**config.mk**
```make
export PLATFORM = sky130hd
export DESIGN_NAME = traffic_sensor_frontend
export DESIGN_NICKNAME = d
export VERILOG_FILES = /design/src/rtl/traffic_pkg.sv /design/src/rtl/traffic_lane_sensor.sv /design/src/rtl/traffic_sensor_frontend.sv
export SDC_FILE = /design/constraint.sdc
export NUM_CORES = 1
export LEC_CHECK = 0
export CORE_MARGIN = 4
export CORE_UTILIZATION = 65
export CTS_CLUSTER_DIAMETER = 50
export DETAILED_ROUTE_END_ITERATION = 10
export PLACE_DENSITY_LB_ADDON = 0.08
export SLEW_MARGIN = 15
export SYNTH_ARGS = -nofsm -noshare
export SYNTH_HDL_FRONTEND = slang
export SYNTH_SLANG_ARGS = --single-unit
```
**constraint.sdc**
```tcl
create_clock -name clk -period 7.3 [get_ports clk]
set_input_delay 0.73 -clock clk [delete_from_list [all_inputs] [get_ports clk]]
set_output_delay 0.73 -clock clk [all_outputs]
set_load 0.005 [all_outputs]
```
**src/rtl/traffic_pkg.sv**
```systemverilog
// Shared types and constants for the roadside sensor front end.
package traffic_pkg;
  localparam int DEFAULT_NUM_LANES = 4;
  localparam int DENSITY_W         = 3;
  localparam logic [DENSITY_W-1:0] DENSITY_MAX = 3'd7;

  typedef logic [DENSITY_W-1:0] density_t;
  typedef enum logic [1:0] {IDLE, CONFIRM, ACTIVE, HOLD} emerg_state_e;

  // Count plus an optional event, pinned at DENSITY_MAX instead of wrapping.
  function automatic density_t sat_inc(density_t c, logic inc);
    return (inc && (c != DENSITY_MAX)) ? density_t'(c + 1'b1) : c;
  endfunction
endpackage

```
**src/rtl/traffic_lane_sensor.sv**
```systemverilog
// One lane: input synchronisers, IR debounce with per-window vehicle count,
// and the siren confirm/hold state machine.
module traffic_lane_sensor
  import traffic_pkg::*;
#(
  parameter int DEBOUNCE_CYCLES = 16,
  parameter int EMERG_CONFIRM   = 64,
  parameter int EMERG_HOLD      = 500
) (
  input  logic     clk,
  input  logic     reset,
  input  logic     ir_raw,
  input  logic     sound_raw,
  input  logic     window_wrap,
  output density_t density,
  output logic     emergency
);
  localparam int DB_W   = $clog2(DEBOUNCE_CYCLES + 1);
  localparam int EM_MAX = (EMERG_CONFIRM > EMERG_HOLD) ? EMERG_CONFIRM : EMERG_HOLD;
  localparam int EM_W   = $clog2(EM_MAX + 1);

  logic [1:0] ir_sync, snd_sync;
  logic       ir_s, snd_s;
  assign ir_s  = ir_sync[1];
  assign snd_s = snd_sync[1];

  always_ff @(posedge clk or posedge reset) begin
    if (reset) begin
      ir_sync  <= '0;
      snd_sync <= '0;
    end else begin
      ir_sync  <= {ir_sync[0], ir_raw};
      snd_sync <= {snd_sync[0], sound_raw};
    end
  end

  logic [DB_W-1:0] db_cnt;
  logic            ir_deb, deb_flip, veh_evt;
  assign deb_flip = (ir_s != ir_deb) && (db_cnt == DB_W'(DEBOUNCE_CYCLES - 1));
  assign veh_evt  = deb_flip && ir_s;

  always_ff @(posedge clk or posedge reset) begin
    if (reset) begin
      db_cnt <= '0;
      ir_deb <= 1'b0;
    end else if (ir_s == ir_deb) begin
      db_cnt <= '0;
    end else if (deb_flip) begin
      db_cnt <= '0;
      ir_deb <= ir_s;
    end else begin
      db_cnt <= db_cnt + 1'b1;
    end
  end

  // density is the value this window closes with, so a wrap-cycle event is included.
  density_t veh_cnt;
  assign density = sat_inc(veh_cnt, veh_evt);

  always_ff @(posedge clk or posedge reset) begin
    if (reset) veh_cnt <= '0;
    else       veh_cnt <= window_wrap ? '0 : density;
  end

  emerg_state_e    state, state_nx;
  logic [EM_W-1:0] ctr, ctr_nx;

  always_ff @(posedge clk or posedge reset) begin
    if (reset) begin
      state     <= IDLE;
      ctr       <= '0;
      emergency <= 1'b0;
    end else begin
      state     <= state_nx;
      ctr       <= ctr_nx;
      emergency <= (state_nx == ACTIVE) || (state_nx == HOLD);
    end
  end

  always_comb begin
    state_nx = state;
    ctr_nx   = ctr;
    unique case (state)
      IDLE:
        if (snd_s) begin
          state_nx = (EMERG_CONFIRM == 1) ? ACTIVE : CONFIRM;
          ctr_nx   = EM_W'(1);
        end
      CONFIRM:
        if (!snd_s) begin
          state_nx = IDLE;
          ctr_nx   = '0;
        end else begin
          ctr_nx = ctr + 1'b1;
          if (ctr == EM_W'(EMERG_CONFIRM - 1)) state_nx = ACTIVE;
        end
      ACTIVE:
        if (!snd_s) begin
          state_nx = (EMERG_HOLD == 1) ? IDLE : HOLD;
          ctr_nx   = EM_W'(1);
        end
      HOLD:
        if (snd_s) begin
          state_nx = ACTIVE;
        end else if (ctr == EM_W'(EMERG_HOLD - 1)) begin
          state_nx = IDLE;
          ctr_nx   = '0;
        end else begin
          ctr_nx = ctr + 1'b1;
        end
      default: begin
        state_nx = IDLE;
        ctr_nx   = '0;
      end
    endcase
  end
endmodule

```
**src/rtl/traffic_sensor_frontend.sv**
```systemverilog
// Sensor front end: per-lane conditioning plus the shared sampling window that
// publishes IR density words and a one-cycle sample_valid strobe.
module traffic_sensor_frontend
  import traffic_pkg::*;
#(
  parameter int NUM_LANES       = DEFAULT_NUM_LANES,
  parameter int DEBOUNCE_CYCLES = 16,
  parameter int WINDOW_CYCLES   = 1000,
  parameter int EMERG_CONFIRM   = 64,
  parameter int EMERG_HOLD      = 500
) (
  input  logic                           clk,
  input  logic                           reset,
  input  logic [NUM_LANES-1:0]           ir_raw,
  input  logic [NUM_LANES-1:0]           sound_raw,
  output logic [DENSITY_W*NUM_LANES-1:0] IR_sensors,
  output logic [NUM_LANES-1:0]           sound_sensors,
  output logic                           sample_valid
);
  localparam int WIN_W = $clog2(WINDOW_CYCLES);

  logic [WIN_W-1:0]            win_cnt;
  logic                        window_wrap;
  density_t [NUM_LANES-1:0]    lane_density;

  assign window_wrap = (win_cnt == WIN_W'(WINDOW_CYCLES - 1));

  always_ff @(posedge clk or posedge reset) begin
    if (reset) win_cnt <= '0;
    else       win_cnt <= window_wrap ? '0 : win_cnt + 1'b1;
  end

  for (genvar i = 0; i < NUM_LANES; i++) begin : g_lane
    traffic_lane_sensor #(
      .DEBOUNCE_CYCLES (DEBOUNCE_CYCLES),
      .EMERG_CONFIRM   (EMERG_CONFIRM),
      .EMERG_HOLD      (EMERG_HOLD)
    ) u_lane (
      .clk         (clk),
      .reset       (reset),
      .ir_raw      (ir_raw[i]),
      .sound_raw   (sound_raw[i]),
      .window_wrap (window_wrap),
      .density     (lane_density[i]),
      .emergency   (sound_sensors[i])
    );
  end

  always_ff @(posedge clk or posedge reset) begin
    if (reset) begin
      IR_sensors   <= '0;
      sample_valid <= 1'b0;
    end else begin
      sample_valid <= window_wrap;
      if (window_wrap) IR_sensors <= lane_density;
    end
  end
endmodule

```
; ---- Yosys cells after proc, flatten, opt, wreduce, memory -nomap -nowiden
; Index checks and enable logic that the tools add are counted.
[word_totals]
out_inout_bits = 17
ff_bits = 123
input_bits = 10
elab_cells = 206
[classes]
bitwise = 4
muxes = 69
eq_ne = 57
reduce_logical = 28
add_sub_neg = 13
[op_table]
columns = op, count
row1 = $mux W9, 20
row2 = $pmux W9 S4, 4
row3 = $mux W2, 24
row4 = $mux W5, 8
row5 = $add A9 B1 Y9 const B, 4
row6 = $eq A9 B6 Y1 const B, 4
row7 = $eq A9 B9 Y1 const B, 4
row8 = $eq A2 B2 Y1 const B, 16
row9 = $pmux W2 S4, 4
row10 = $mux W3, 8
row11 = $add A5 B1 Y5 const B, 4
row12 = $eq A5 B4 Y1 const B, 4
row13 = $ne A2 B2 Y1 const B, 8
row14 = $add A3 B1 Y3 const B, 4
row15 = $logic_and A1 B1 Y1, 12
row16 = $ne A3 B3 Y1 const B, 4
row17 = $reduce_and A3 Y1, 4
row18 = $add A10 B1 Y10 const B, 1
row19 = $eq A10 B10 Y1 const B, 1
row20 = $mux W10, 1
row21 = $eq A2 B1 Y1 const B, 4
row22 = $logic_not A2 Y1, 4
row23 = $ne A2 B1 Y1 const B, 4
row24 = $reduce_and A2 Y1, 4
row25 = 4 further kinds, 16

; ---- Depth between registers and ports, before layout
; Gate-level depths: netlist (run 1).
[depth]
ltp_word = 6
depth_mapped = 6

; ---- By module
; A second synthesis (run 1) with hierarchy kept.
[hier_totals]
hier_cells = 646
hier_area_um2 = 6727.7
[by_module_without_submodules]
columns = module, n_inst, area_per_inst_um2, cells_each, seq_area_each_um2
row1 = traffic_lane_sensor at g_lane[0].u_lane ..., 3, 1495.2, 151, 625.6
row2 = traffic_lane_sensor at g_lane[3].u_lane, 1, 1251.2, 119, 625.6
row3 = traffic_sensor_frontend, 1, 991.0, 74, 575.6

; ---- Least setup slack after synthesis (run 1)
; No wires, ideal clock.
[synth_path]
kind = flip-flop to flip-flop
from = register g_lane[3].u_lane.veh_cnt[0]
to = register IR_sensors[10]
setup_slack_ns = 5.562
path_buffers = 1
arrival_time_ns = 1.612
path_stages_with_launch = 7
setup_time_ns = 0.126
required_time_ns = 7.174
period_less_slack_ns = 1.738
path_cell_list = dfrtp_1 ha_1 ha_1 or4_1 clkbuf_1 mux2i_1 a21oi_1
[synth_via]
elab_chain_cells = 3
[synth_lines]
columns = element, line_no
row1 = "start, declared", traffic_lane_sensor.sv:57  ; density_t veh_cnt;
row2 = "start signal, assigned", traffic_lane_sensor.sv:62  ; else veh_cnt <= window_wrap ? '0 : density;
row3 = "parallel branches: the longest is 2 deep, another holds $add A3 B1 Y3", -
row4 = $mux W3 *, traffic_pkg.sv:12  ; return (inc && (c != DENSITY_MAX)) ? density_t'(c + 1'b1) : c;
row5 = "end signal, assigned", traffic_sensor_frontend.sv:55  ; if (window_wrap) IR_sensors <= lane_density;
row6 = "end, declared", traffic_sensor_frontend.sv:16  ; output logic [DENSITY_W*NUM_LANES-1:0] IR_sensors,
; Mark *: on every way between the ends.
; A chain may end at the register's enable or synchronous reset.

; ---- Worst setup path in the final report (run 1)
[layout_path]
from = register IR_sensors[10]
to = output IR_sensors[10]
; No word-level cell between the ends.

==> impl_metrics.py, run 1 <==
metrics = {
    "critical_path": {
        "critPathTopFamily": "buffers and inverters",
        "slowest_delay_ns": 0.53,
        "r2r-end": "win_cnt[7]$_DFF_PP0_",
        "cp.buffers_inverters": 1,
        "critPathRequiredTime_ns": 6.57,
        "critPathSlowestCell": "clkdlybuf4s50_1",
        "cp_data_arrival_time_ns": 1.40,
        "cp_num_cells": 1,
        "start_kind": "register",
        "r2r_start": "win_cnt[0]$_DFF_PP0_",
        "r2r_slack_ns": 5.34,
        "endpoint_kind": "output pin",
        "r2r_cells": 6,
        "critPathMaxFanout": 2,
        "critPathKind": "reg -> out",
        "crit_chain": "clkdlybuf4s50_1",
    },
    "sta": {
        "finalClockSkew_ns": 0.00701,
        "layout_min_cycle_time_ns": 2.13,
        "setup_tns_ns": 0,
        "relSlewSlack_pct": 39.5,
        "rsz0062_at_grt": "false",
        "worst_pin_slew_ns": 0.907,
        "clock.fmax_mhz": 470,
        "setup_violations": 0,
        "finalHoldViolations": 0,
        "finalCritPeriodShare_pct": 29.2,
        "drv_slew": 0,
    },
    "drt": {
        "viasPerCell": 6.00,
        "wl_per_cell_um": 15.9,
        "vias": 4182,
        "drt_iter0_drc": 241,
        "first_pass_iters": 5,
        "ant_nets": 0,
        "drt-total-wl_mm": 11.1,
        "drc_errors": 0,
    },
    "clock_network": {
        "cts-resized-gates": 0,
        "htreeDepth": 4,
        "numCtsBuffers": 17,
        "cts_root_buf": "clkbuf_8",
        "cts_buffer_depth": 2,
        "clk_pin_slew_ns": 0.06,
        "post-cts-setup-buffers": 0,
        "cts_tree": "done",
        "cts.sinks": 123,
        "holdBufCountCts": 0,
        "clkLatencyLatePin_ns": 0.51,
    },
    "grt": {
        "grt.overflow.total": 0,
        "antenna_found_initial": 0,
        "grt_pass1_vias": 4096,
        "grt_usage_pct": 23.4,
        "grt_start_max_net_pins": 76,
        "grt_pass1_wl_mm": 19.3,
    },
    "logic_synthesis": {
        "yosys_register_bits": 123,
        "avgSynthCellArea_sq_um": 10.4,
        "syn-cell-area_sq_um": 5810,
        "synth_area_leader_cell": "dfrtp_1",
        "yosysWarnings": 0,
        "synth_async_sr_flop_share_pct": 100,
        "syn_inst": 556,
        "synth_top_area_share_pct": 53.0,
        "syn_nets": 583,
        "seq_area_frac_synth_pct": 53.0,
        "synth_top_cells_by_area": "dfrtp_1 53%, nor2_1 5.2%, ha_1 3.7%, xor2_1 3.5%, xnor2_1 3.0%",
        "synthFlopType": "dfrtp_1",
        "synth-edff-count": 0,
        "ys_types": 68,
    },
    "hold_path": {
        "holdPathStages": 0,
        "hold_path.class": "reg -> reg",
        "hold_path.startpoint": "g_lane[3].u_lane.ir_sync[0]$_DFF_PP0_",
        "min_to": "g_lane[3].u_lane.ir_sync[1]$_DFF_PP0_",
    },
    "power": {
        "vdd_ir_drop_max_mv": 0.176,
        "internal-power_w": 0.00129,
        "pwr-share-clk_pct": 51.6,
        "leakagePower_nw": 3.07,
        "switching_share_pct": 22.4,
        "netSwitchingPower_w": 0.000372,
        "combinationalPowerShare_pct": 4.6,
        "p_seq_share_pct": 43.8,
        "powerDensity_nw_per_um2": 248,
    },
    "finish": {
        "drive_gt1_share_pct": 8.83,
        "area_growth_pct": 15.4,
        "num_antenna_cells": 0,
        "final_nets": 604,
        "final_common_cell": "dfrtp_1",
        "layout_common_cells": "123 x dfrtp_1, 81 x nor2_1, 30 x nand2_1, 30 x a21oi_1, 29 x nand3_1",
        "utilization_pct": 76.8,
    },
    "floorplan": {
        "boundaryPins": 27,
        "dieArea_sq_um": 10500,
        "start_util_pct": 66.6,
        "die_w_um": 103,
        "coreArea_sq_um": 8720,
        "row_count": 34,
        "die_y_um": 103,
    },
    "outcome": {
        "status": "finished clean",
    },
    "place": {
        "portBuffers": 26,
        "detailed_place_hpwl_mm": 6.92,
        "gp_congestion": 0.836,
    },
    "job": {
        "maxCapViolCount": 0,
    },
}
[logic make-up after synthesis]
family / Yosys count / share of synthesized area (%)
AND/OR/NAND/NOR: 237 / 21.2
flip-flops: 123 / 53.0
AO/OA/AOI/OAI: 81 / 9.44
XOR/XNOR: 43 / 6.49
buffers and inverters: 37 / 2.93
multiplexers: 18 / 3.23
adder cells (fa/ha/maj): 17 / 3.66
[per-layer routing]
layer | GRT usage [%] | share of wire, %
met3 | 6.90 | 4.4
met5 | 0 | 0
met1 | 31.2 | 44
met4 | 5.75 | 1.0
met2 | 38.2 | 51
[power by group through the flow]
| stage | Combinational, W | Sequential (W) | Clock [W] |
|---|---|---|---|
| 2_1_floorplan | 0.0000630 | 0.000730 | 0 |
| 3_3_place_gp | 0.0000735 | 0.000737 | 0 |
| 3_5_place_dp | 0.0000769 | 0.000739 | 0 |
| 4_1_cts | 0.0000780 | 0.000727 | 0.000870 |
| 5_1_grt | 0.0000896 | 0.000731 | 0.000903 |
| 6_report | 0.0000766 | 0.000728 | 0.000858 |
[cell usage after synthesis (3+ instances only)]
| cell | n |
|---|---|
| inv_1 | 11 |
| and2_1 | 11 |
| xor2_1 | 23 |
| or3_1 | 6 |
| a21oi_1 | 30 |
| nand2_1 | 30 |
| nor2_1 | 81 |
| o22ai_1 | 3 |
| o21ai_0 | 14 |
| nand4_1 | 8 |
| nor3b_1 | 3 |
| clkbuf_1 | 14 |
| and3_1 | 8 |
| dfrtp_1 | 123 |
| buf_4 | 4 |
| nand3_1 | 29 |
| nand2b_1 | 4 |
| nor3_1 | 14 |
| o211ai_1 | 3 |
| nor2b_1 | 5 |
| nor4_1 | 13 |
| ha_1 | 17 |
| buf_2 | 6 |
| mux2i_1 | 12 |
| or4_1 | 4 |
| nor4b_1 | 4 |
| xnor2_1 | 20 |
| mux2_2 | 6 |
[through the flow]
step | worst slack, ns | hold WS [ns] | cell area, sq um | total power [W] | std cells
2_1_floorplan | 3.30 | 0.331 | 5810 | 0.000793 | 556
3_3_place_gp | 4.72 | 0.332 | 6090 | 0.000811 | 666
3_5_place_dp | 4.68 | 0.335 | 6090 | 0.000816 | 666
4_1_cts | 5.15 | 0.351 | 6700 | 0.00168 | 697
5_1_grt | 5.02 | 0.357 | 6700 | 0.00172 | 697
6_report | 5.17 | 0.349 | 6700 | 0.00166 | 697
[worst reg2reg max path: cells and delay by family, from the launching register on]
family          cells  cell delay, ns
compound gates      2            0.40
fa+ha+maj           1            0.22
buf+inv             1            0.40
flops               1            0.36
simple gates        2            0.49
[how the worst max path moves through the flow]
stage / startpoint / to / slack, ns
global placement: reset / g_lane[3].u_lane.ctr[0]$_DFFE_PP0P_ / 4.72
detailed placement: reset / g_lane[3].u_lane.ctr[0]$_DFFE_PP0P_ / 4.68
floorplan: reset / IR_sensors[0]$_DFFE_PP0P_ / 3.30
finish: IR_sensors[10]$_DFFE_PP0P_ / IR_sensors[10] / 5.17
CTS: IR_sensors[1]$_DFFE_PP0P_ / IR_sensors[1] / 5.15
global route: reset / g_lane[3].u_lane.db_cnt[0]$_DFF_PP0_ / 5.02
[sequential cells by signal (all words and copies together), names as in the netlist]
register / flops
sample_valid: 1
g_lane.u_lane.emergency: 4
g_lane.u_lane.state: 8
g_lane.u_lane.db_cnt: 20
g_lane.u_lane.veh_cnt: 12
g_lane.u_lane.ir_sync: 8
g_lane.u_lane.ir_deb: 4
IR_sensors: 12
g_lane.u_lane.ctr: 36
win_cnt: 10
g_lane.u_lane.snd_sync: 8
[final cells by class]
type	instances	area, sq um
flip-flops and latches	123	3080
fillers	539	2020
clock buffers	18	418
well taps	108	135
clock inverters	13	191
repair buffers	28	275
multi-input cells	396	2560
inverters	11	43.8
No activity file was read; power rests on OpenSTA's default activity.
==> run 2, diff against run 1 <==
--- a/config.mk
+++ b/config.mk
@@ -6,7 +6,7 @@
 export NUM_CORES = 1
 export LEC_CHECK = 0
 export CORE_MARGIN = 4
-export CORE_UTILIZATION = 65
+export CORE_UTILIZATION = 60
 export CTS_CLUSTER_DIAMETER = 50
 export DETAILED_ROUTE_END_ITERATION = 10
 export PLACE_DENSITY_LB_ADDON = 0.08
==> constraint.sdc (replaced) <==
create_clock -name clk -period 2.1 [get_ports clk]
set_input_delay 0.21 -clock clk [delete_from_list [all_inputs] [get_ports clk]]
set_output_delay 0.21 -clock clk [all_outputs]
set_load 0.005 [all_outputs]
==> run 2 against run 1 <==
  * Clock power grew to 3.4 times the previous value
  * Worst setup slack got worse by 5.0 ns
  * Die area increased by 7.7%
  * First-iteration DRC count is 23% lower
  * Hold slack got worse by 0.21 ns
  * Sequential share of layout area shrank 0.61 points
  * Sequential power increased to 3.5 times the previous value
  * Design area rose by 1.3%
  * Critical path depth grew 4
  * Clock skew is 0.0096 ns higher
  * Largest cell class unchanged
  * Largest power group unchanged
==> impl_metrics.py, run 2 (synthesis gave the netlist of run 1 again) <==
metrics = {
    "floorplan": {
        "die_y_um": 106,
        "start_util_pct": 62.2,
        "die_w_um": 106,
        "coreArea_sq_um": 9330,
        "dieArea_sq_um": 11300,
        "boundaryPins": 27,
        "row_count": 35,
    },
    "finish": {
        "layout_common_cells": "123 x dfrtp_1, 81 x nor2_1, 30 x nand2_1, 30 x a21oi_1, 29 x nand3_1",
        "drive_gt1_share_pct": 9.92,
        "area_growth_pct": 16.9,
        "regMostFlops": "g_lane.u_lane.ctr",
        "layout.cells.non_filler": 724,
        "largest_registers": "g_lane.u_lane.ctr: 36 flops, g_lane.u_lane.db_cnt: 20 flops",
        "final_area_sq_um": 6790,
        "fillers": 650,
        "final_common_cell": "dfrtp_1",
        "final_nets": 609,
        "largest_reg_flops": 36,
        "num_antenna_cells": 0,
    },
    "grt": {
        "grt_usage_pct": 20.3,
        "grt_pass1_vias": 4040,
        "grt.overflow.total": 0,
        "grt_pass1_wl_mm": 18.8,
        "antenna_found_initial": 0,
        "grt_start_max_net_pins": 124,
    },
    "sta": {
        "whs_ns": 0.142,
        "relSlewSlack_pct": 54.0,
        "setup_violations": 0,
        "finalCritPeriodShare_pct": 90.2,
        "finalHoldViolations": 0,
        "drv_slew": 0,
        "worst_pin_slew_ns": 0.685,
        "clock.fmax_mhz": 528,
        "setup_tns_ns": 0,
        "finalClockSkew_ns": 0.0166,
        "layout_min_cycle_time_ns": 1.89,
        "rsz0062_at_grt": "false",
    },
    "critical_path": {
        "critPathMaxFanout": 6,
        "start_kind": "register",
        "cp_data_arrival_time_ns": 2.24,
        "critPathKind": "reg -> reg",
        "endpoint_kind": "register",
        "r2r_start": "g_lane[0].u_lane.ctr[0]$_DFFE_PP0P_",
        "critPathRequiredTime_ns": 2.45,
        "crit_start": "g_lane[0].u_lane.ctr[0]$_DFFE_PP0P_",
    },
    "drt": {
        "ant_nets": 0,
        "vias": 4115,
        "viasPerCell": 5.68,
        "drt_iter0_drc": 186,
        "drt-total-wl_mm": 10.6,
        "drc_errors": 0,
        "wl_per_cell_um": 14.6,
        "first_pass_iters": 4,
    },
    "clock_network": {
        "htreeDepth": 4,
        "holdBufCountCts": 0,
        "post-cts-setup-buffers": 0,
        "cts_tree": "done",
        "clkLatencyLatePin_ns": 0.50,
        "clk_pin_slew_ns": 0.06,
        "cts_buffer_depth": 2,
        "cts-resized-gates": 0,
        "numCtsBuffers": 17,
        "cts.sinks": 123,
        "cts_root_buf": "clkbuf_8",
    },
    "place": {
        "placedCellCount": 692,
        "detailed_place_hpwl_mm": 6.77,
        "post_dp_cell_area_sq_um": 6180,
        "portBuffers": 26,
        "gp_congestion": 0.841,
    },
    "hold_path": {
        "hold_path.class": "in -> reg",
        "hold_path.startpoint": "sound_raw[2]",
    },
    "power": {
        "vdd_ir_drop_max_mv": 0.659,
        "p_total_w": 0.00576,
        "leakagePower_nw": 3.11,
        "powerDensity_nw_per_um2": 849,
    },
    "job": {
        "maxCapViolCount": 0,
    },
    "outcome": {
        "status": "finished clean",
    },
}
-- run 2: cell count changes in the layout (fill, tap and decap cells not counted), sizes merged --
cell      delta
buf          +5
bufinv       -1
clkinvlp     -1
inv          +3
-- run 2: layer usage --
layer / vias to the layer above / GRT usage [%] / share of wire, %
li1: 2025 / - / -
met1: 2018 / 27.3 / 47
met2: 70 / 32.6 / 49
met3: 2 / 5.59 / 3.2
met4: 0 / 5.74 / 0.44
met5: - / 0 / 0
-- run 2: critical path, cell delays in order, from the launching register on --
cell      delay (ns)
dfrtp_1         0.42
ha_1            0.25
and4bb_2        0.27
a21oi_1         0.10
nor3_1          0.59
nor2_1          0.13
-- run 2: power by group --
part	switching, W	internal, W
sequential	0.0000779	0.00244
combinational	0.000165	0.000126
clock	0.00109	0.00187
total	0.00133	0.00443
-- run 2: area by class of cell --
type	instances	area, sq um	area share [%]
repair buffers	33	338	4.98
well taps	129	161	2.38
multi-input cells	396	2560	37.7
inverters	11	45.0	0.663
flip-flops and latches	123	3080	45.3
clock buffers	18	428	6.30
clock inverters	14	181	2.67
-- run 2: final timing paths --
check	end	slack (ns)	depth (start not counted)
setup reg to reg	g_lane[0].u_lane.ctr[5]$_DFFE_PP0P_	0.21	5
setup / recovery	g_lane[0].u_lane.ctr[5]$_DFFE_PP0P_	0.21	5
max in group asynchronous	g_lane[1].u_lane.state[0]$_DFF_PP0_	1.39	3
min in group asynchronous	g_lane[2].u_lane.snd_sync[0]$_DFF_PP0_	0.23	3
hold reg to reg	g_lane[2].u_lane.snd_sync[1]$_DFF_PP0_	0.35	0
hold / removal	g_lane[2].u_lane.snd_sync[0]$_DFF_PP0_	0.14	1
-- run 2: stage by stage --
step | util [%] | setup WS, ns
after CTS | 72.8 | 0.186
after floorplan | - | 0.362
after detailed placement | 66.3 | 0.207
final | 72.8 | 0.205
after global routing | 72.8 | 0.0386
after global placement | 66.3 | 0.322
